**src/rtl/bus_arbiter_pkg.sv**
```systemverilog
// Shared definitions for the system bus arbiter: state encoding, bus geometry,
// default timeouts and the snoop-region classification helper.
package bus_arbiter_pkg;

   localparam int NUM_MASTERS              = 32;
   localparam int BURST_W                  = 8;
   localparam int DEFAULT_GRANT_TIMEOUT    = 16;
   localparam int DEFAULT_WATCHDOG_CYCLES  = 256;
   localparam logic [1:0] SNOOP_REGION     = 2'b00;

   typedef enum logic [2:0] {
      ST_IDLE       = 3'd0,
      ST_WAIT_BEGIN = 3'd1,
      ST_BUSY       = 3'd2,
      ST_ERROR      = 3'd3,
      ST_TURNAROUND = 3'd4
   } arb_state_t;

   // A transaction is snoopable when it targets the snoop region and is a real burst.
   function automatic logic is_snoopable(input logic [1:0]         addr_hi,
                                         input logic [BURST_W-1:0] burst);
      return (addr_hi == SNOOP_REGION) && (burst != {BURST_W{1'b0}});
   endfunction

endpackage

```
**src/rtl/bus_priority_encoder.sv**
```systemverilog
// Fixed-priority encoder: one-hot of the highest-index set request bit plus a
// valid flag when any request is present.
module bus_priority_encoder
   import bus_arbiter_pkg::*;
(
   input  logic [NUM_MASTERS-1:0] i_req,
   output logic [NUM_MASTERS-1:0] o_grant,
   output logic                   o_valid
);

   logic w_seen;

   // Scan from the top; once a request is seen, every lower bit is masked.
   always_comb begin
      w_seen  = 1'b0;
      o_grant = {NUM_MASTERS{1'b0}};
      for (int i = NUM_MASTERS - 1; i >= 0; i--) begin
         o_grant[i] = i_req[i] & ~w_seen;
         w_seen     = w_seen | i_req[i];
      end
   end

   assign o_valid = |i_req;

endmodule

```
**src/rtl/bus_arbiter.sv**
```systemverilog
// Central system-bus arbiter: fixed-priority grant, ownership tracking, grant
// timeout, transaction watchdog and bus-idle / snoopable-burst status.
module bus_arbiter
   import bus_arbiter_pkg::*;
#(
   parameter int GRANT_TIMEOUT   = DEFAULT_GRANT_TIMEOUT,
   parameter int WATCHDOG_CYCLES = DEFAULT_WATCHDOG_CYCLES
) (
   input  logic                   clock,
   input  logic                   reset,
   input  logic [NUM_MASTERS-1:0] busRequests,
   output logic [NUM_MASTERS-1:0] busGrants,
   output logic                   busErrorOut,
   output logic                   endTransactionOut,
   output logic                   busIdle,
   output logic                   snoopableBurst,
   input  logic                   beginTransactionIn,
   input  logic                   endTransactionIn,
   input  logic                   dataValidIn,
   input  logic [1:0]             addressDataIn,
   input  logic [BURST_W-1:0]     burstSizeIn
);

   localparam int GT_W = $clog2(GRANT_TIMEOUT + 1);
   localparam int WD_W = $clog2(WATCHDOG_CYCLES + 1);
   localparam logic [GT_W-1:0] GT_LAST = GT_W'(GRANT_TIMEOUT - 1);
   localparam logic [WD_W-1:0] WD_LAST = WD_W'(WATCHDOG_CYCLES - 1);

   arb_state_t             r_state;
   arb_state_t             w_next_state;
   logic [GT_W-1:0]        r_grant_cnt;
   logic [GT_W-1:0]        w_grant_cnt_next;
   logic [WD_W-1:0]        r_wd_cnt;
   logic [WD_W-1:0]        w_wd_cnt_next;

   logic [NUM_MASTERS-1:0] w_enc_grant;
   logic                   w_enc_valid;
   logic                   w_take_begin;
   logic                   w_raise_error;

   logic [NUM_MASTERS-1:0] r_grants;
   logic                   r_bus_error;
   logic                   r_end_out;
   logic                   r_bus_idle;
   logic                   r_snoop;

   bus_priority_encoder u_prio (
      .i_req   (busRequests),
      .o_grant (w_enc_grant),
      .o_valid (w_enc_valid)
   );

   always_ff @(posedge clock or posedge reset) begin
      if (reset) begin
         r_state     <= ST_IDLE;
         r_grant_cnt <= {GT_W{1'b0}};
         r_wd_cnt    <= {WD_W{1'b0}};
      end else begin
         r_state     <= w_next_state;
         r_grant_cnt <= w_grant_cnt_next;
         r_wd_cnt    <= w_wd_cnt_next;
      end
   end

   // End of transaction has precedence over watchdog expiry in the same cycle.
   always_comb begin
      w_next_state     = r_state;
      w_grant_cnt_next = r_grant_cnt;
      w_wd_cnt_next    = r_wd_cnt;
      case (r_state)
         ST_IDLE: begin
            w_grant_cnt_next = {GT_W{1'b0}};
            w_wd_cnt_next    = {WD_W{1'b0}};
            if (w_enc_valid) begin
               w_next_state = ST_WAIT_BEGIN;
            end else begin
               w_next_state = ST_IDLE;
            end
         end
         ST_WAIT_BEGIN: begin
            if (beginTransactionIn) begin
               w_next_state  = ST_BUSY;
               w_wd_cnt_next = {WD_W{1'b0}};
            end else if (r_grant_cnt == GT_LAST) begin
               w_next_state = ST_IDLE;
            end else begin
               w_grant_cnt_next = r_grant_cnt + GT_W'(1);
            end
         end
         ST_BUSY: begin
            if (endTransactionIn) begin
               w_next_state = ST_TURNAROUND;
            end else if (dataValidIn) begin
               w_wd_cnt_next = {WD_W{1'b0}};
            end else if (r_wd_cnt == WD_LAST) begin
               w_next_state = ST_ERROR;
            end else begin
               w_wd_cnt_next = r_wd_cnt + WD_W'(1);
            end
         end
         ST_ERROR: begin
            w_next_state = ST_TURNAROUND;
         end
         ST_TURNAROUND: begin
            w_next_state = ST_IDLE;
         end
         default: begin
            w_next_state = ST_IDLE;
         end
      endcase
   end

   assign w_take_begin  = (r_state == ST_WAIT_BEGIN) && (w_next_state == ST_BUSY);
   assign w_raise_error = (r_state == ST_BUSY) && (w_next_state == ST_ERROR);

   always_ff @(posedge clock or posedge reset) begin
      if (reset) begin
         r_grants    <= {NUM_MASTERS{1'b0}};
         r_bus_error <= 1'b0;
         r_end_out   <= 1'b0;
         r_bus_idle  <= 1'b1;
         r_snoop     <= 1'b0;
      end else begin
         if ((r_state == ST_IDLE) && w_enc_valid) begin
            r_grants <= w_enc_grant;
         end else begin
            r_grants <= {NUM_MASTERS{1'b0}};
         end
         r_bus_error <= w_raise_error;
         r_end_out   <= w_raise_error;
         r_bus_idle  <= (w_next_state == ST_IDLE);
         // Snoop status is held through the data phase and any error cycle.
         if (w_take_begin) begin
            r_snoop <= is_snoopable(addressDataIn, burstSizeIn);
         end else if ((w_next_state == ST_TURNAROUND) || (w_next_state == ST_IDLE)) begin
            r_snoop <= 1'b0;
         end else begin
            r_snoop <= r_snoop;
         end
      end
   end

   assign busGrants         = r_grants;
   assign busErrorOut       = r_bus_error;
   assign endTransactionOut = r_end_out;
   assign busIdle           = r_bus_idle;
   assign snoopableBurst    = r_snoop;

endmodule

```
**config.mk**
```make
export PLATFORM = sky130hd
export DESIGN_NAME = bus_arbiter
export DESIGN_NICKNAME = d
export VERILOG_FILES = /design/src/rtl/bus_arbiter_pkg.sv /design/src/rtl/bus_priority_encoder.sv /design/src/rtl/bus_arbiter.sv
export SDC_FILE = /design/constraint.sdc
export NUM_CORES = 1
export LEC_CHECK = 0
export BUFFER_PORTS_ARGS = -buffer_cell sky130_fd_sc_hd__clkbuf_2
export CAP_MARGIN = 10
export CELL_PAD_IN_SITES_DETAIL_PLACEMENT = 1
export CELL_PAD_IN_SITES_GLOBAL_PLACEMENT = 2
export CORE_MARGIN = 5
export CORE_UTILIZATION = 34
export CTS_BUF_LIST = sky130_fd_sc_hd__clkbuf_4
export CTS_CLUSTER_DIAMETER = 120
export CTS_CLUSTER_SIZE = 28
export DETAILED_ROUTE_END_ITERATION = 6
export PLACE_DENSITY = 0.95
export RECOVER_POWER = 25
export SETUP_SLACK_MARGIN = 0.02
export SLEW_MARGIN = 20
export SYNTH_ARGS = -nofsm -noshare
export SYNTH_HDL_FRONTEND = slang
export SYNTH_SLANG_ARGS = --single-unit
```
**constraint.sdc**
```tcl
create_clock -name clock -period 4.4 [get_ports clock]
set_clock_uncertainty 0.1 [all_clocks]
set_input_delay 0.44 -clock clock [delete_from_list [all_inputs] [get_ports clock]]
set_output_delay 0.44 -clock clock [all_outputs]
set_load 0.02 [all_outputs]
```
# Yosys cells after proc, flatten, opt, wreduce, memory -nomap -nowiden
# Index checks and enable logic that the tools add are counted.
[word_totals]
reg_bits = 52
in_bits = 47
output_inout_bits = 36
word_cells = 147
[classes]
n_addsub = 2
eq_ne = 13
mux = 18
bitwise = 92
reduce_logical = 15
[ops]
columns = ["operator", "count"]
rows = [
  ["$mux 9", 4],
  ["$mux 32", 1],
  ["$reduce_or 32->1", 1],
  ["$and 1x1->1", 31],
  ["$not 1->1", 31],
  ["$or 1x1->1", 30],
  ["$pmux 9 s3", 1],
  ["$mux 3", 5],
  ["$eq 3x2->1 const B", 4],
  ["$pmux 3 s4", 1],
  ["$mux 5", 2],
  ["$pmux 5 s2", 1],
  ["$add 9x1->9 const B", 1],
  ["$eq 9x8->1 const B", 1],
  ["$ne 2x2->1 const B", 4],
  ["$reduce_bool 8->1", 1],
  ["$logic_not 3->1", 2],
  ["$add 5x1->5 const B", 1],
  ["$eq 5x4->1 const B", 1],
  ["$logic_and 1x1->1", 4],
  ["$reduce_and 4->1", 1],
  ["$reduce_bool 2->1", 2],
  ["$eq 3x1->1 const B", 1],
  ["$eq 3x3->1 const B", 1],
  ["6 further kinds", 8],
]

# Logic depth before layout (Yosys ltp)
[depth]
ltp_word = 33
ltp_mapped = 10

# By module
# From an unflattened synthesis, not the netlist that was laid out.
[hier_totals]
hier_cells = 257
hier_area_um2 = 2596.2
[by_module_without_submodules]
columns = ["mod", "n_inst", "cells_each", "area_each_um2", "seq_area_each_um2"]
rows = [
  ["bus_arbiter", 1, 187, 2148.3, 1302.5],
  ["bus_priority_encoder", 1, 70, 447.9, 0.0],
]

# Worst setup path after synthesis
# No wires, ideal clock.
[synth_timing]
kind = "flip-flop to flip-flop"
start = "register r_wd_cnt[0]"
end = "register r_wd_cnt[7]"
setup_ps = 124
arrival_ps = 2292
slack_ps = 1884
stages_incl_launch_ff = 10
n_path_buf = 0
synth_period_minus_slack_ps = 2516
path_cell_list = "dfrtp_1 > ha_1 > and3_1 > and3_1 > and3_1 > ha_1 > nor2b_1 > o32ai_1 > a21oi_1 > a211o_1"
[synth_between]
elab_chain_len = 5
word_cells_on_any_way = 8
classes_between = "1 x add/sub; 2 x eq/ne; 4 x mux; 1 x reduce/logical"
[synth_rtl]
columns = ["item", "line", "rtl"]
rows = [
  ["from (decl)", "bus_arbiter.sv:33", "logic [WD_W-1:0] r_wd_cnt;"],
  ["from (signal assigned)", "bus_arbiter.sv:57", "r_wd_cnt <= {WD_W{1'b0}};"],
  ["from (signal assigned)", "bus_arbiter.sv:61", "r_wd_cnt <= w_wd_cnt_next;"],
  ["$add 9x1->9", "bus_arbiter.sv:98", "w_wd_cnt_next = r_wd_cnt + WD_W'(1);"],
  ["$mux 9", "bus_arbiter.sv:95", "end else if (r_wd_cnt == WD_LAST) begin"],
  ["$mux 9", "bus_arbiter.sv:93", "end else if (dataValidIn) begin"],
  ["$mux 9", "bus_arbiter.sv:91", "if (endTransactionIn) begin"],
  ["$pmux 9 s3", "bus_arbiter.sv:70", "case (r_state)"],
]
# Several ways; a longest one is shown, not always the timed one. The select of a mux whose other input is x is not followed.
# A chain may end at the register's enable or synchronous reset.

# Worst setup path after layout
[layout_timing]
start = "register r_wd_cnt[0]"
end = "register r_wd_cnt[5]"
# The elaborated chain is that of the path after synthesis.

==> results.md <==
| Metric | Value | Unit |
|---|---|---|
| Highest routed layer | met4 | - |
| Num CTS Buffers | 5 | - |
| Setup CP Type | flip-flop to flip-flop | - |
| Maximum level of the CTS H-tree | 2 | - |
| Run status | finished, violations left | - |
| Fmax achieved | 342 | MHz |
| Antenna violations before repair | 0 | - |
| Detailed-routed wire length on met3 | 719 | um |
| Final core utilization | 0.434 | - |
| CP Data Arrival Time | 3.10 | ns |
| CTS Root Buffer Type | clkbuf_4 | - |
| Ratio of final minimum period to clock period | 0.664 | - |
| Synth async-reset ratio | 1.00 | - |
| Cell count along the critical path | 9 | - |
| Max-cap check violation count | 1 | - |
| Wire length after detailed routing | 6270 | um |
| Vias in the first global route | 2263 | - |
| Portion of total power attributed to combinational logic | 0.276 | - |
| Cts repair resizes | 0 | - |
| Slowest-stage cell, CP | o32ai_1 | - |
| Vertical extent of the die | 94.7 | um |
| Setup repair after global routing missed its margin | false | - |
| Clock insertion delay at the later pin of the skew report | 0.36 | ns |
| Post-synth EDFFs | 0 | - |
| Starting DRT DRC Count | 51 | - |
| Final setup violation count | 0 | - |
| R2R Setup Slk | 1.48 | ns |
| DR vias/cell | 5.24 | - |
| Final critical delay including setup and external delays | 2.92 | ns |
| Sequential fraction of design power | 0.529 | - |
| Most common cell in the synthesized netlist | dfrtp_1 | - |
| Cts hold-fix bufs | 0 | - |
| Clock share of power | 0.195 | - |
| Horizontal extent of the die | 94.7 | um |
| Largest vdd supply drop | 0.000144 | V |
| Power dissipated by switching net loads | 0.000414 | W |
| Top flip-flop cell by instance count after synthesis | dfrtp_1 | - |
| Total global routing track utilization | 0.150 | - |
| Routed metal-1 wirelength | 2540 | um |
| Largest net degree at the start of global routing | 53 | - |
| Top cells by area, synth | dfrtp_1, and3_1, nor2_1 | - |
| Vias post-DR | 2082 | - |
| Logic depth of the worst register-to-register path | 9 | - |
| Worst setup EP type | flip-flop | - |
| Switching portion of total power | 0.371 | - |
| PwrDens | 372 | nW/um^2 |
| Yosys Warn Count | 0 | - |
| Count of input and output buffers | 82 | - |
| Violations in the final reports | capacitance limit, slew limit | - |
| Layout overhead on the synthesized area | 22.9 | % |
| Worst reg2reg endpoint | r_wd_cnt[5]$_DFFE_PP0P_ | - |
| Crit-path max cell delay | 0.66 | ns |
| I/O pin count | 83 | - |
| Crit start category | flip-flop | - |
| First element of the critical path | r_wd_cnt[0]$_DFFE_PP0P_ | - |
| Top cell type's share of synthesized area | 0.523 | - |
| Worst r2r src | r_wd_cnt[0]$_DFFE_PP0P_ | - |
| Number of instances in the synthesized netlist | 217 | - |
| Req. time, crit path | 4.58 | ns |
| Static leakage | 1.57 | nW |
| Nets | 351 | - |
| Cell area after synthesis | 2440 | um^2 |
| Setup crit end | r_wd_cnt[5]$_DFFE_PP0P_ | - |
| Placed wire-length estimate after detailed placement | 4910 | um |
| Worst slew margin | -0.881 | - |
| Wire per inst | 15.8 | um |
| Syn avg cell area | 11.2 | um^2 |
| GRT overflow | 0 | - |
| Die Footprint | 8970 | um^2 |
| Clk pin slew, worst setup/hold paths | 0.15 | ns |
| Iteration count of the initial detailed-routing pass | 4 | - |
| Internal | 0.000701 | W |
| CP bufs+invs | 0 | - |
| TritonCTS clock tree | done | - |
| Hold Crit Class | primary input to flip-flop | - |
| Final RePlAce weighted congestion | 0.770 | - |
| Cell with the most instances on the worst path | and3_1 | - |
| Largest driver fanout on the critical path | 6 | - |
| Maximum clock insertion buffer count | 2 | - |
| Seq/Total Area, Yosys | 0.534 | - |
| Largest area contributor in the netlist | dfrtp_1 | - |
| Slew at the pin closest to its max-slew limit | 2.82 | ns |
| Ant. Diodes | 0 | - |
| Number of sinks driven by the clock tree | 52 | - |
| Number of storage elements in the synthesis netlist | 52 | - |
| Starting density of the core | 0.353 | - |
| Leading cell types by count after synthesis | dfrtp_1, nor2_1, and3_1 | - |
| Remaining routing DRC violations | 0 | - |
| Gate family responsible for the most delay along the worst path | simple AND/OR/NAND/NOR gates | - |
| Total Negative Setup Slacks | 0 | ns |
| First-pass GRT wire length | 10700 | um |
| DR WL met2 | 2970 | um |
| Buffers inserted during post-CTS setup optimization | 0 | - |
| Number of slew-limit violations in the final report | 53 | - |
| Unique cell type count in the Yosys netlist | 47 | - |
| Floorplan row count | 30 | - |
| Critical-path cell list | ha_1, and3_1, and3_1, and3_1, ha_1, nor2b_1, o32ai_1, nand3_1, o31ai_1 | - |
| Core box area | 6910 | um^2 |
| Routed Antenna Nets | 0 | - |
| Share of layout cells above drive strength 1 | 0.342 | - |
| Synthesized Nets | 268 | - |
| Number of hold violations in the final report | 0 | - |
-- how the worst min path moves through the flow --
stage	from	to	slack [ns]	cells after the start
floorplan	r_wd_cnt[2]$_DFFE_PP0P_	r_wd_cnt[2]$_DFFE_PP0P_	0.36	1
global placement	r_wd_cnt[2]$_DFFE_PP0P_	r_wd_cnt[2]$_DFFE_PP0P_	0.39	1
detailed placement	r_wd_cnt[0]$_DFFE_PP0P_	r_wd_cnt[0]$_DFFE_PP0P_	0.41	1
CTS	reset	r_grant_cnt[1]$_DFFE_PP0P_	0.13	3
global route	busRequests[18]	busGrants[16]$_DFF_PP0_	0.14	2
finish	busRequests[9]	busGrants[8]$_DFF_PP0_	0.16	2
-- final cells by class --
class / instances / area (um^2)
tap: 96 / 120
clock inverter: 3 / 18.8
multi-input combinational: 150 / 1080
sequential: 52 / 1300
clock buffer: 5 / 37.5
fill: 833 / 3910
timing repair buffer: 83 / 414
inverter: 8 / 30.0
-- registers in the layout, summed over array words and instances, names as in the netlist --
name               count
busIdle                1
endTransactionOut      1
r_grant_cnt            5
snoopableBurst         1
r_wd_cnt               9
r_state                3
busGrants             32
-- cell families after synthesis --
family,share of synthesized area
compound gates,0.101
xor+xnor,0.0108
fa+ha+maj,0.0205
buf+inv,0.0256
flops,0.534
mux,0.00461
simple gates,0.303
-- routing by layer --
layer	vias up	GRT usage
met5	-	0
met4	0	0.0288
met3	6	0.0741
met2	70	0.255
met1	1024	0.170
li1	982	-
-- stage by stage --
step / hold WS, ns / cell area [um^2] / power, W / std cells / setup slack (ns)
3_3_place_gp: 0.393 / 2950 / 0.000902 / 389 / 1.59
4_1_cts: 0.131 / 3000 / 0.00113 / 397 / 1.50
5_1_grt: 0.138 / 3000 / 0.00120 / 397 / 0.919
2_1_floorplan: 0.363 / 2440 / 0.000802 / 217 / 1.88
3_5_place_dp: 0.405 / 2950 / 0.000913 / 389 / 1.53
6_report: 0.165 / 3000 / 0.00112 / 397 / 1.48
-- layout by cell type (no fill, tap or decap), drive strengths merged, types with 3 or more instances in the layout --
| cell type | count |
|---|---|
| nor4b | 3 |
| o21ai | 10 |
| and2 | 6 |
| inv | 8 |
| nor3 | 8 |
| and4b | 6 |
| ha | 4 |
| a31oi | 3 |
| o31ai | 7 |
| nand4 | 7 |
| nor4 | 12 |
| and4 | 4 |
| nand2b | 5 |
| nor2 | 17 |
| xor2 | 3 |
| clkinv | 3 |
| a22o | 3 |
| and3 | 14 |
| nor3b | 4 |
| dfrtp | 51 |
| and3b | 4 |
| nor2b | 3 |
| nand3 | 3 |
| nand2 | 6 |
| clkbuf | 88 |
-- power by group through the flow --
stage	sequential, W	combinational (W)	clock, W
4_1_cts	0.000592	0.000313	0.000230
2_1_floorplan	0.000577	0.000226	0
6_report	0.000590	0.000307	0.000218
5_1_grt	0.000603	0.000343	0.000250
3_3_place_gp	0.000598	0.000304	0
3_5_place_dp	0.000601	0.000312	0
No activity file was read; power rests on OpenSTA's default activity.
